===== config.mk =====
export PLATFORM = sky130hd
export DESIGN_NAME = pipe_fp_scoreboard
export DESIGN_NICKNAME = d
export VERILOG_FILES = /design/src/rtl/pipe_fp_scoreboard.sv
export SDC_FILE = /design/constraint.sdc
export NUM_CORES = 1
export LEC_CHECK = 0
export CELL_PAD_IN_SITES_DETAIL_PLACEMENT = 2
export CELL_PAD_IN_SITES_GLOBAL_PLACEMENT = 2
export CORE_UTILIZATION = 39
export CTS_CLUSTER_DIAMETER = 30
export DETAILED_ROUTE_END_ITERATION = 7
export HOLD_SLACK_MARGIN = 0.15
export PLACE_DENSITY_LB_ADDON = 0.1
export REMOVE_ABC_BUFFERS = 1
export SYNTH_ARGS = -nofsm -noshare
export SYNTH_HDL_FRONTEND = slang
export SYNTH_SLANG_ARGS = --single-unit

===== constraint.sdc =====
create_clock -name clk -period 26.5 [get_ports clk]
set_input_delay 2.65 -clock clk [delete_from_list [all_inputs] [get_ports clk]]
set_output_delay 2.65 -clock clk [all_outputs]
set_load 0.05 [all_outputs]

===== src/rtl/pipe_fp_scoreboard.sv =====
// Register scoreboard for the ID stage: per-register write countdowns, a write-back slot ring,
// RAW/WAW/structural stall and write-back pulse. Optional macro SB_BYPASS_EN enables final-stage forwarding.
module pipe_fp_scoreboard #(
  parameter int NREG     = 32,
  parameter int AW       = 5,
  parameter int MAXLAT   = 7,
  parameter int CW       = 3,
  parameter int NPORT    = 3,
  parameter int ZERO_REG = 0
) (
  input  logic                clk,
  input  logic                rst,
  input  logic                issue_v,
  input  logic [AW-1:0]       issue_rd,
  input  logic [CW-1:0]       issue_lat,
  input  logic [NPORT-1:0]    src_v,
  input  logic [NPORT*AW-1:0] src_n,
  input  logic                freeze,
  input  logic                flush,
  output logic                stall,
  output logic [NPORT-1:0]    fwd,
  output logic                wb_v,
  output logic [AW-1:0]       wb_rd,
  output logic [CW:0]         inflight
);

  function automatic logic [CW-1:0] clamp_lat(input logic [CW-1:0] l);
    if (l == '0) return CW'(1);
    if (int'(l) > MAXLAT) return CW'(MAXLAT);
    return l;
  endfunction

  function automatic logic [CW:0] sat_count(input logic [NREG-1:0] p);
    int n;
    n = 0;
    for (int i = 0; i < NREG; i++) begin
      if (p[i]) n++;
    end
    if (n > MAXLAT) n = MAXLAT;
    return (CW+1)'(n);
  endfunction

  logic [NREG-1:0]   pend;
  logic [CW-1:0]     cnt [NREG];
  logic [MAXLAT:1]   slot;

  logic [CW-1:0]     lat;
  logic              zr_issue;
  logic              src_hz;
  logic              waw_hz;
  logic              str_hz;
  logic              stall_c;
  logic              accept;
  logic              record;
  logic [NPORT-1:0]  fwd_c;
  logic [AW-1:0]     sidx;
  logic [MAXLAT:1]   slot_sh;
  logic [MAXLAT:1]   slot_set;
  logic              wb_hit;
  logic [AW-1:0]     wb_idx;

  always_comb begin
    lat      = clamp_lat(issue_lat);
    zr_issue = (ZERO_REG != 0) && (issue_rd == '0);
    src_hz   = 1'b0;
    fwd_c    = '0;
    sidx     = '0;
    for (int i = 0; i < NPORT; i++) begin
      sidx = src_n[i*AW +: AW];
      if (src_v[i] && pend[sidx]) begin
        if (cnt[sidx] > CW'(1)) begin
          src_hz = 1'b1;
        end else begin
`ifdef SB_BYPASS_EN
          fwd_c[i] = !freeze;
`else
          src_hz = 1'b1;
`endif
        end
      end
    end
    // Bookings as they will stand after this cycle's shift; a new op lands at slot[lat].
    slot_sh  = slot >> 1;
    waw_hz   = issue_v && !zr_issue && pend[issue_rd] && (cnt[issue_rd] >= lat);
    str_hz   = issue_v && !zr_issue && slot_sh[lat];
    stall_c  = src_hz || waw_hz || str_hz || freeze;
    accept   = issue_v && !stall_c && !flush;
    record   = accept && !zr_issue;
    slot_set = '0;
    if (record) slot_set[lat] = 1'b1;
    wb_hit   = 1'b0;
    wb_idx   = '0;
    for (int r = NREG - 1; r >= 0; r--) begin
      if (pend[r] && (cnt[r] == CW'(1))) begin
        wb_hit = 1'b1;
        wb_idx = AW'(r);
      end
    end
  end

  assign stall    = stall_c;
  assign fwd      = fwd_c;
  assign inflight = sat_count(pend);

  // State update: countdown, new entry overrides an expiring one, flush beats freeze.
  always_ff @(posedge clk or posedge rst) begin
    if (rst) begin
      pend  <= '0;
      slot  <= '0;
      wb_v  <= 1'b0;
      wb_rd <= '0;
      for (int r = 0; r < NREG; r++) cnt[r] <= '0;
    end else if (flush) begin
      pend <= '0;
      slot <= '0;
      wb_v <= 1'b0;
      for (int r = 0; r < NREG; r++) cnt[r] <= '0;
    end else if (freeze) begin
      wb_v <= 1'b0;
    end else begin
      for (int r = 0; r < NREG; r++) begin
        if (pend[r]) begin
          if (cnt[r] == CW'(1)) begin
            pend[r] <= 1'b0;
            cnt[r]  <= '0;
          end else begin
            cnt[r] <= cnt[r] - CW'(1);
          end
        end
      end
      if (record) begin
        pend[issue_rd] <= 1'b1;
        cnt[issue_rd]  <= lat;
      end
      slot <= slot_sh | slot_set;
      wb_v <= wb_hit;
      if (wb_hit) wb_rd <= wb_idx;
    end
  end

endmodule


Word-level counts from Yosys, hierarchy flattened
Cells that the tools add are included.
Word-level totals
  register bits: 141
  bits in latches: 0
  bits in writable memories: 0
  memory bits (read-only): 0
  input port bits: 31
  output and inout port bits: 14
  logic and storage cells: 588
  memories: 0
Operators by class
  $add $sub $neg: 63
  multiply operators: 0
  div/mod/pow operators: 0
  magnitude comparators: 11
  eq/ne operators: 33
  shift-type cells: 0
  muxes and demuxes: 390
  bitwise operators: 5
  reduce and logical (&&, ||, !) cells: 50
Operator list (number)
  $mux W32: 34
  $add A32 B2 Y32 const B: 31
  $mux W3: 133
  $mux W96: 3
  $mux W1: 174
  $mux W5: 32
  $bwmux W96: 1
  $eq A3 B1 Y1 const B: 32
  $sub A3 B1 Y3 const B: 32
  $logic_and A1 B1 Y1: 43
  $gt A32 B4 Y1 const B: 1
  $or A32 B32 Y32: 1
  $lt A5 B6 Y1 const B: 4
  $mux W7: 3
  $bmux W1 S5: 4
  $bmux W3 S5: 1
  $demux W3 S5: 1
  $or A6 B7 Y7: 1
  $ge A6 B6 Y1 const B: 1
  $lt A6 B1 Y1 const B: 1
  $not A5 Y6: 1
  $demux W1 S5: 1
  $ge A5 B1 Y1 const B: 1
  $lt A3 B4 Y1 const B: 1
  other kinds (11): 15

Logic depth before layout (Yosys ltp)
Gate-level depths: netlist of the first run.
  word-level depth: 65
  depth in mapped cells: 101
  gate-level depth less buffers: 100

Worst setup path before layout of the first run
Ideal clock, no wire load.
  path kind: register -> output
  from: register pend[0]
  to: output inflight[0]
  data arrival time: 18.455 ns
  required time: 23.850 ns
  slack: 5.395 ns
  stages on the path, launching flop included: 101
  buffers on the path: 1
  cell sequence: dfrtp_1 clkbuf_1 inv_1 ha_1 xnor3_2 inv_1 ha_1 o32a_1 and2_1 ha_1 nand2_1 nand2_1 ha_1 nor2b_1 a31oi_1 ha_1 nand2_1 o31ai_1 [... 65 more ...] ha_1 mux2i_1 inv_1 ha_1 nand2_1 o21ai_0 ha_1 mux2_2 ha_1 mux2i_1 inv_1 ha_1 nor4_1 mux2i_1 nor2_1 nand3_1 a211oi_2 nand4_1
On the way
  cells in the longest elaborated chain, start to end: 65
Ends and longest elaborated chain
  start, declared: line 43  | logic [NREG-1:0] pend;
  start signal, assigned: line 108  | pend <= '0;
  start signal, assigned: line 114  | pend <= '0;
  start signal, assigned by index: line 124  | pend[r] <= 1'b0;
  $mux W1 (*): line 37  | if (p[i]) n++;
  $add A32 B2 Y32: line 37
  $mux W32 (*): line 37
  $add A32 B2 Y32: line 37
  $mux W32 (*): line 37
  $add A32 B2 Y32: line 37
  $mux W32 (*): line 37
  $add A32 B2 Y32: line 37
  [... 49 more ...]
  $add A32 B2 Y32: line 37
  $mux W32 (*): line 37
  $add A32 B2 Y32: line 37
  $mux W32 (*): line 37
  $add A32 B2 Y32: line 37
  $mux W32 (*): line 37
  $gt A32 B4 Y1: line 39  | if (n > MAXLAT) n = MAXLAT;
  $mux W4 (*): line 39
  end, declared: line 24  | output logic [CW:0] inflight
Mark *: on every way between the ends. The rest lies on a longest branch, timed or not.

Worst setup path after layout of the first run
  from: register pend[1]
  to: output inflight[1]
On the way
  cells in the longest elaborated chain, start to end: 63
Ends and longest elaborated chain (line)
  $mux W32 (*): 37
  $add A32 B2 Y32: 37
  $mux W32 (*): 37
  $add A32 B2 Y32: 37
  $mux W32 (*): 37
  $add A32 B2 Y32: 37
  $mux W32 (*): 37
  $add A32 B2 Y32: 37
  [... 47 more ...]
  $add A32 B2 Y32: 37
  $mux W32 (*): 37
  $add A32 B2 Y32: 37
  $mux W32 (*): 37
  $add A32 B2 Y32: 37
  $mux W32 (*): 37
  $gt A32 B4 Y1: 39
  $mux W4 (*): 39
Marked as above.

==> results of run 1 <==
[per-layer routing]
layer	wire, µm	vias up	global-route usage [%]
met1	28700	8273	41.0
met4	2020	0	11.2
met2	29100	399	49.5
li1	-	7307	-
met5	0	-	0
met3	2760	117	3.50
[sequential cells by signal, summed over array words and instances (netlist names)]
signal  flops
pend       32
slot        6
wb_rd       5
cnt        96
wb_v        1
[critical path, delay by kind of cell, from the launching register on]
kind,cells,cell delay (ns)
simple gates,31,3.93
buf+inv,9,1.57
mux,6,1.55
flops,1,0.56
xor+xnor,1,0.56
fa+ha+maj,29,8.92
compound gates,24,4.54
[final timing paths]
kind	from	to	slack, ns	cells after the start
min in group asynchronous	rst	pend[28]	2.72	2
min	wb_rd[1]	wb_rd[1]	0.52	1
max reg2reg	cnt[39]	cnt[37]	21.12	18
max in group asynchronous	rst	cnt[67]	22.34	3
min reg2reg	wb_rd[1]	wb_rd[1]	0.52	1
max	pend[1]	inflight[1]	1.77	100
[layout by cell type (no fill, tap or decap), drive strengths merged, types with 14 or more instances in the layout]
| cell type | count |
|---|---|
| nand2b | 26 |
| nand3 | 61 |
| a21o | 16 |
| a21oi | 231 |
| xor2 | 27 |
| mux4 | 62 |
| nor2b | 29 |
| xnor2 | 87 |
| buf | 29 |
| o21ai | 90 |
| nor4 | 16 |
| nand4 | 19 |
| mux2i | 15 |
| o22ai | 41 |
| dfrtp | 140 |
| a31oi | 41 |
| clkdlybuf4s50 | 34 |
| ha | 99 |
| nor3 | 73 |
| inv | 125 |
| a211oi | 55 |
| clkbuf | 18 |
| and3 | 20 |
| nand2 | 185 |
| a22oi | 25 |
| o211ai | 14 |
| nor2 | 255 |
[power by group through the flow]
stage,registers (µW),clock network [µW],logic [µW]
after floorplan,223,0,30.2
after global placement,221,0,67.7
after detailed placement,222,0,69.7
after CTS,218,236,70.0
after global routing,218,243,75.5
final,218,232,69.8
[layout make-up]
class | instances | area, µm²
clock buffers | 18 | 429
clock inverters | 13 | 104
fillers | 4629 | 23400
inverters | 129 | 489
multi-input cells | 1660 | 11800
flip-flops and latches | 140 | 3500
well taps | 532 | 666
repair buffers | 63 | 552
[through the flow]
stage	utilization, %	power (µW)	hold WS, ns	instance area, µm²
detailed placement	41.6	291	0.508	17000
finish	42.9	520	0.521	17600
floorplan	-	253	0.491	15800
global route	42.9	536	0.546	17600
global placement	41.6	289	0.494	17000
CTS	42.9	524	0.526	17600
[cell families after synthesis]
kind of cell | Yosys count
adders and majority gates | 100
other | 1
and+or+nand+nor | 752
DFF | 140
AOI/OAI and AO/OA | 584
muxes | 90
buffers and inverters | 253
xor gates and xnor gates | 130
==> impl_metrics.yaml, run 1 <==
route:
  routed_via_density: 6.30
  ant_nets: 0
  drc: 4
  drtIter0Drc: 858
  drt-total-wl_mm: 62.6
  avgRoutedWirePerCell_um: 24.5
  drt_first_pass_iters: 7
  vias: 16100
clocking:
  htree_levels: 4
  cts_tree: "built"
  cts.sinks: 140
  root_buffer: "clkbuf_16"
  clk_path_buf_depth: 2
  cts_resized: 0
  post_cts.repair.setup_buffers: 0
  clk_latency_ns: 0.46
  numCtsBuffers: 17
  postCtsHoldBufs: 0
  clkTransAtPathRegs_ns: 0.06
grt:
  grt_use_total_pct: 30.3
  grt_pass1_wl_mm: 99.6
  grt_max_degree: 86
  grt-ovfl-total: 0
  antenna_found_initial: 0
  grt_pass1_vias: 17100
placed_design:
  placed_cells: 2524
  port_buffers: 40
  preCtsSetupSlack_ns: 2.35
  dpl.hpwl_mm: 45.2
  place.gp.congestion: 0.842
yosys:
  synth_simple_gate_area_share_pct: 21.9
  synth_top_family_by_area: "compound AO/OA/AOI/OAI gates"
  synth_compound_area_share_pct: 22.4
  synth-xor-area-share_pct: 10.1
  synth_top_area_share_pct: 21.5
  async_flop_share_pct: 100
  synth_common_cells: "253 x nor2_1, 231 x a21oi_1, 184 x nand2_1, 140 x dfrtp_1, 126 x inv_1"
  synth.largest_area_cell: "dfrtp_1"
  syn-mean-instance-area_um2: 7.95
  synth_mux_area_share_pct: 10.4
  synthAdderAreaFrac_pct: 7.66
  synth_most_common_cell: "nor2_1"
  synthTopCellsByArea: "dfrtp_1 22%, mux4_2 8.6%, ha_1 7.6%"
  synth-seq-cells: 140
  ys_types: 107
  syn_area_um2: 16300
  synth-seq-area-share_pct: 21.5
  synth-edff-count: 0
  synthCells: 2050
  yosysWarnings: 0
  synth_flop_cell: "dfrtp_1"
setup_path:
  worstPathRequired_ns: 23.85
  path_class: "reg -> out"
  max_stage_delay_ns: 0.73
  cpMostUsedCell: "ha_1"
  cp_max_fo: 11
  slowest_stage: "clkdlybuf4s50_1"
  end_kind: "output port"
  cp.arrival_ns: 22.08
  start_kind: "flip-flop"
floorplanning:
  rows: 74
  die_area_um2: 42600
  die_x_um: 206
  io_pins: 45
  initial_utilization_pct: 39.7
  die_h_um: 206
  coreArea_um2: 41000
sta:
  fin_tns_setup_ns: 0
  maxSlewViolCount: 0
  min_period_ns: 24.73
  hold_viol: 0
  worst_slew_pin_slew_ns: 1.04
  finalClockSkew_ns: 0.0120
  relSlewSlack_pct: 30.8
  setup-violations-final: 0
  fin_ws_ns: 1.77
  rsz0062_at_grt: "no"
  fin_crit_sh_pct: 93.3
  fmax_ghz: 0.0404
run:
  max_cap_viol_count: 0
power:
  cellLeakagePower_uw: 0.00683
  swShare_pct: 30.2
  ir_drop_uv: 47.1
  switching_power_uw: 157
  seq_power_share_pct: 41.9
  clkPwrFrac_pct: 44.7
  p_int_uw: 363
  p_per_area_nw_per_um2: 29.5
  pwr-share-comb_pct: 13.4
min_path:
  hp-class: "reg -> reg"
cells_and_area:
  nets: 2141
  fin_cells: 2555
  diodes: 0
  syn_to_final_growth_pct: 7.91
  drive_gt1_share_pct: 10.6
status:
  violations: "design-rule violations"
  status: "complete, but fails checks"
Power figures use the tool's default switching activity.
==> inputs of run 2 (changes only) <==
--- a/config.mk
+++ b/config.mk
@@ -13,6 +13,7 @@
 export HOLD_SLACK_MARGIN = 0.15
 export PLACE_DENSITY_LB_ADDON = 0.1
 export REMOVE_ABC_BUFFERS = 1
+export SETUP_SLACK_MARGIN = 0.4
 export SYNTH_ARGS = -nofsm -noshare
 export SYNTH_HDL_FRONTEND = slang
 export SYNTH_SLANG_ARGS = --single-unit
==> impl_metrics.yaml, run 2 (synthesis results as in run 1) <==
status:
  status: "complete, but fails checks"
  violations: "design-rule violations"
sta:
  fin_tns_setup_ns: 0
  maxSlewViolCount: 0
  rsz0062_at_grt: "no"
  worst_slew_pin_slew_ns: 1.04
  fmax_ghz: 0.0411
  relSlewSlack_pct: 30.4
  setup-violations-final: 0
  min_period_ns: 24.33
  hold_viol: 0
  fin_ws_ns: 2.17
  fin_crit_sh_pct: 91.8
  finalClockSkew_ns: 0.0120
setup_path:
  crit_family: "adder cells"
  cpMostUsedCell: "ha_1"
  cp_max_fo: 11
  start_kind: "flip-flop"
  worstPathRequired_ns: 23.85
  path_class: "reg -> out"
  cp.arrival_ns: 21.68
  slowest_stage: "dfrtp_1"
  max_stage_delay_ns: 0.56
  end_kind: "output port"
  critPathBufInv: 9
grt:
  grt_use_total_pct: 30.3
  grt_pass1_wl_mm: 99.6
  grt_max_degree: 86
  grt_pass1_vias: 17100
  grt-ovfl-total: 0
  antenna_found_initial: 0
clocking:
  clk_latency_ns: 0.46
  numCtsBuffers: 17
  cts_resized: 0
  clkTransAtPathRegs_ns: 0.06
  postCtsHoldBufs: 0
  htree_levels: 4
  root_buffer: "clkbuf_16"
  post_cts.repair.setup_buffers: 0
  clk_path_buf_depth: 2
  cts.sinks: 140
  cts_tree: "built"
placed_design:
  place.gp.congestion: 0.842
  port_buffers: 40
  preCtsSetupSlack_ns: 2.35
  dpl.hpwl_mm: 45.2
cells_and_area:
  top_regs: "cnt x96, pend x32, slot x6"
  largest_register_ffs: 96
  nFillCells: 4632
  diodes: 0
  final_common_cell: "nor2_1"
  top_register: "cnt"
  nets: 2141
  syn_to_final_growth_pct: 7.96
  final_cell_mix: "253 x nor2_1, 231 x a21oi_1, 184 x nand2_1"
  drive_gt1_share_pct: 10.6
route:
  drt-total-wl_mm: 62.7
  routed_via_density: 6.30
  drt_first_pass_iters: 7
  ant_nets: 0
  avgRoutedWirePerCell_um: 24.5
  drc: 4
  vias: 16100
  drtIter0Drc: 861
power:
  cellLeakagePower_uw: 0.00688
  p_per_area_nw_per_um2: 29.5
  ir_drop_uv: 47.1
min_path:
  hp-class: "reg -> reg"
floorplanning:
  rows: 74
  io_pins: 45
  initial_utilization_pct: 39.7
  die_h_um: 206
  coreArea_um2: 41000
  die_area_um2: 42600
  die_x_um: 206
run:
  max_cap_viol_count: 0
-- run 2: changes by cell type in the layout (fill, tap and decap cells not counted), sizes merged --
cell,change
clkdlybuf4s50,-3
dlymetal6s2s,+3
-- run 2: where the power goes --
group          total (µW)  internal (µW)  leakage (µW)  switching, µW
registers             218            215       0.00195           2.42
logic                69.8           20.6       0.00467           49.3
clock network         232            127      0.000257            105
-- run 2: cell type report --
class / instances / area (µm²) / share of cell area (%)
clock buffers: 18 / 429 / 2.44
clock inverters: 13 / 104 / 0.590
inverters: 129 / 489 / 2.78
multi-input cells: 1660 / 11800 / 67.3
flip-flops and latches: 140 / 3500 / 19.9
well taps: 532 / 666 / 3.78
repair buffers: 63 / 559 / 3.18
-- run 2: metal layers --
layer | routed length (µm) | global-route usage, % | part of all wire [%]
met1 | 28800 | 41.0 | 46
met2 | 29200 | 49.5 | 47
met3 | 2680 | 3.50 | 4.3
met4 | 1990 | 11.2 | 3.2
met5 | 0 | 0 | 0
-- run 2: per-stage QoR --
stage                     cells  hold WS (ns)  cell area [µm²]  power [µW]  utilization, %
after detailed placement   2524         0.508            17000         291            41.6
after global placement     2524         0.494            17000         289            41.6
after global routing       2555         0.546            17600         536            42.9
after floorplan            1929         0.491            15800         253               -
final                      2555         0.521            17600         520            42.9
after CTS                  2555         0.526            17600         524            42.9
-- run 2: worst paths after layout --
path                               endpoint  startpoint  slack [ns]  depth (start not counted)
max in group asynchronous           cnt[67]         rst       22.35                          3
worst min register to register     wb_rd[1]    wb_rd[1]        0.52                          1
min in group asynchronous          pend[28]         rst        2.72                          2
worst max register to register      cnt[37]     cnt[39]       21.12                         18
worst min-delay path               wb_rd[1]    wb_rd[1]        0.52                          1
worst max-delay path            inflight[1]     pend[1]        2.17                        100
-- run 2: worst register-to-register path: cells and delay by family, from the launching register on --
kind | cells | cell delay, ns
multiplexers | 1 | 0.55
flip-flops | 1 | 0.45
AND/OR/NAND/NOR | 8 | 2.48
AO/OA/AOI/OAI | 8 | 1.51
adder cells (fa/ha/maj) | 1 | 0.23
==> inputs of run 3 (changes only) <==
--- a/config.mk
+++ b/config.mk
@@ -7,6 +7,7 @@
 export LEC_CHECK = 0
 export CELL_PAD_IN_SITES_DETAIL_PLACEMENT = 2
 export CELL_PAD_IN_SITES_GLOBAL_PLACEMENT = 2
+export CORE_ASPECT_RATIO = 1.2
 export CORE_UTILIZATION = 39
 export CTS_CLUSTER_DIAMETER = 30
 export DETAILED_ROUTE_END_ITERATION = 7
==> impl_metrics.yaml, run 3 (synthesis results as in run 1) <==
status:
  status: "finished clean"
route:
  drt_first_pass_iters: 5
  vias: 15900
  drc: 0
  avgRoutedWirePerCell_um: 24.1
  drt-total-wl_mm: 61.8
  routed_via_density: 6.21
  drtIter0Drc: 841
  ant_nets: 0
sta:
  hold_viol: 0
  rsz0062_at_grt: "no"
  fin_tns_setup_ns: 0
  fmax_ghz: 0.0413
  worst_slew_pin_slew_ns: 0.915
  finalClockSkew_ns: 0.0106
  maxSlewViolCount: 0
  fin_crit_sh_pct: 91.4
  min_period_ns: 24.23
  setup-violations-final: 0
  relSlewSlack_pct: 39.0
power:
  p_per_area_nw_per_um2: 31.3
  power_uw: 555
  ir_drop_uv: 45.7
  cellLeakagePower_uw: 0.00696
floorplanning:
  die_x_um: 189
  io_pins: 45
  initial_utilization_pct: 39.8
  die_h_um: 226
  rows: 81
  coreArea_um2: 40900
  die_area_um2: 42600
setup_path:
  reg2reg_depth: 13
  cp_max_fo: 13
  worstPathRequired_ns: 23.85
  slowest_stage: "dfrtp_1"
  path_class: "reg -> out"
  cpMostUsedCell: "ha_1"
  start_kind: "flip-flop"
  end_kind: "output port"
  max_stage_delay_ns: 0.59
  reg2reg_to: "cnt[24]"
  reg2reg_slack_ns: 21.07
  r2r-start: "pend[20]"
  cp.arrival_ns: 21.58
cells_and_area:
  top_regs: "cnt x96, pend x32, slot x6"
  diodes: 0
  top_register: "cnt"
  syn_to_final_growth_pct: 8.72
  nets: 2144
  final_cell_area_um2: 17700
  final_common_cell: "nor2_1"
  largest_register_ffs: 96
  final_cell_mix: "253 x nor2_1, 231 x a21oi_1, 184 x nand2_1"
  drive_gt1_share_pct: 10.7
grt:
  antenna_found_initial: 0
  grt-ovfl-total: 0
  grt_use_total_pct: 29.4
  grt_max_degree: 84
  grt_pass1_wl_mm: 97.6
  grt_pass1_vias: 17000
placed_design:
  port_buffers: 40
  place.gp.congestion: 0.854
  dpl.hpwl_mm: 44.8
  postPlaceCellArea_um2: 17100
min_path:
  holdPathStages: 1
  worstHoldStart: "wb_rd[0]"
  hp-class: "reg -> reg"
  hold_path_end: "wb_rd[0]"
clocking:
  numCtsBuffers: 17
  postCtsHoldBufs: 0
  cts_tree: "built"
  htree_levels: 4
  clk_latency_ns: 0.45
  clk_path_buf_depth: 2
  clkTransAtPathRegs_ns: 0.06
  cts.sinks: 140
  root_buffer: "clkbuf_16"
run:
  max_cap_viol_count: 0
run 3: through the flow:
stage          utilization, %  hold slack, ns  worst slack, ns  cells
6_report                 43.3           0.510             2.27   2565
5_1_grt                  43.3           0.532            0.638   2565
4_1_cts                  43.2           0.520             1.78   2565
3_5_place_dp             41.7           0.500             2.40   2534
3_3_place_gp             41.7           0.498             3.59   2534
2_1_floorplan               -           0.491             5.40   1929
run 3: worst max-delay path by stage:
stage,start,to,depth (start not counted)
floorplan,pend[0],inflight[0],99
global route,pend[0],inflight[1],100
global placement,pend[0],inflight[2],100
finish,pend[0],inflight[1],100
detailed placement,pend[1],inflight[1],100
CTS,pend[1],inflight[1],100
run 3: where the power goes:
part | internal, µW | switching [µW]
Clock | 165 | 104
Sequential | 215 | 2.12
Combinational | 20.6 | 48.6
Total | 400 | 155
run 3: final cells by class:
type                    instances  area [µm²]
clock buffers                  21         470
clock inverters                10         161
fillers                      4703       23200
inverters                     129         489
multi-input cells            1660       11800
flip-flops and latches        140        3500
well taps                     539         674
repair buffers                 66         582
run 3: timing repair:
item / CTS / global route
setup buffers: 0 / 0
setup endpoints to repair: 0 / 3
gates resized for setup: 0 / 4
run 3: critical path, delay by kind of cell (launching register included):
kind | cells | cell delay [ns]
AOI/OAI and AO/OA | 24 | 4.62
xor gates and xnor gates | 1 | 0.57
adders and majority gates | 29 | 8.80
buffers and inverters | 9 | 1.07
DFF | 1 | 0.59
muxes | 6 | 1.50
and+or+nand+nor | 31 | 3.97
run 3: per-layer routing:
layer / wire, µm / part of all wire, % / global-route usage [%]
met2: 30200 / 49 / 50.4
met5: 0 / 0 / 0
met1: 26700 / 43 / 37.5
met3: 2820 / 4.6 / 3.92
met4: 1980 / 3.2 / 10.5
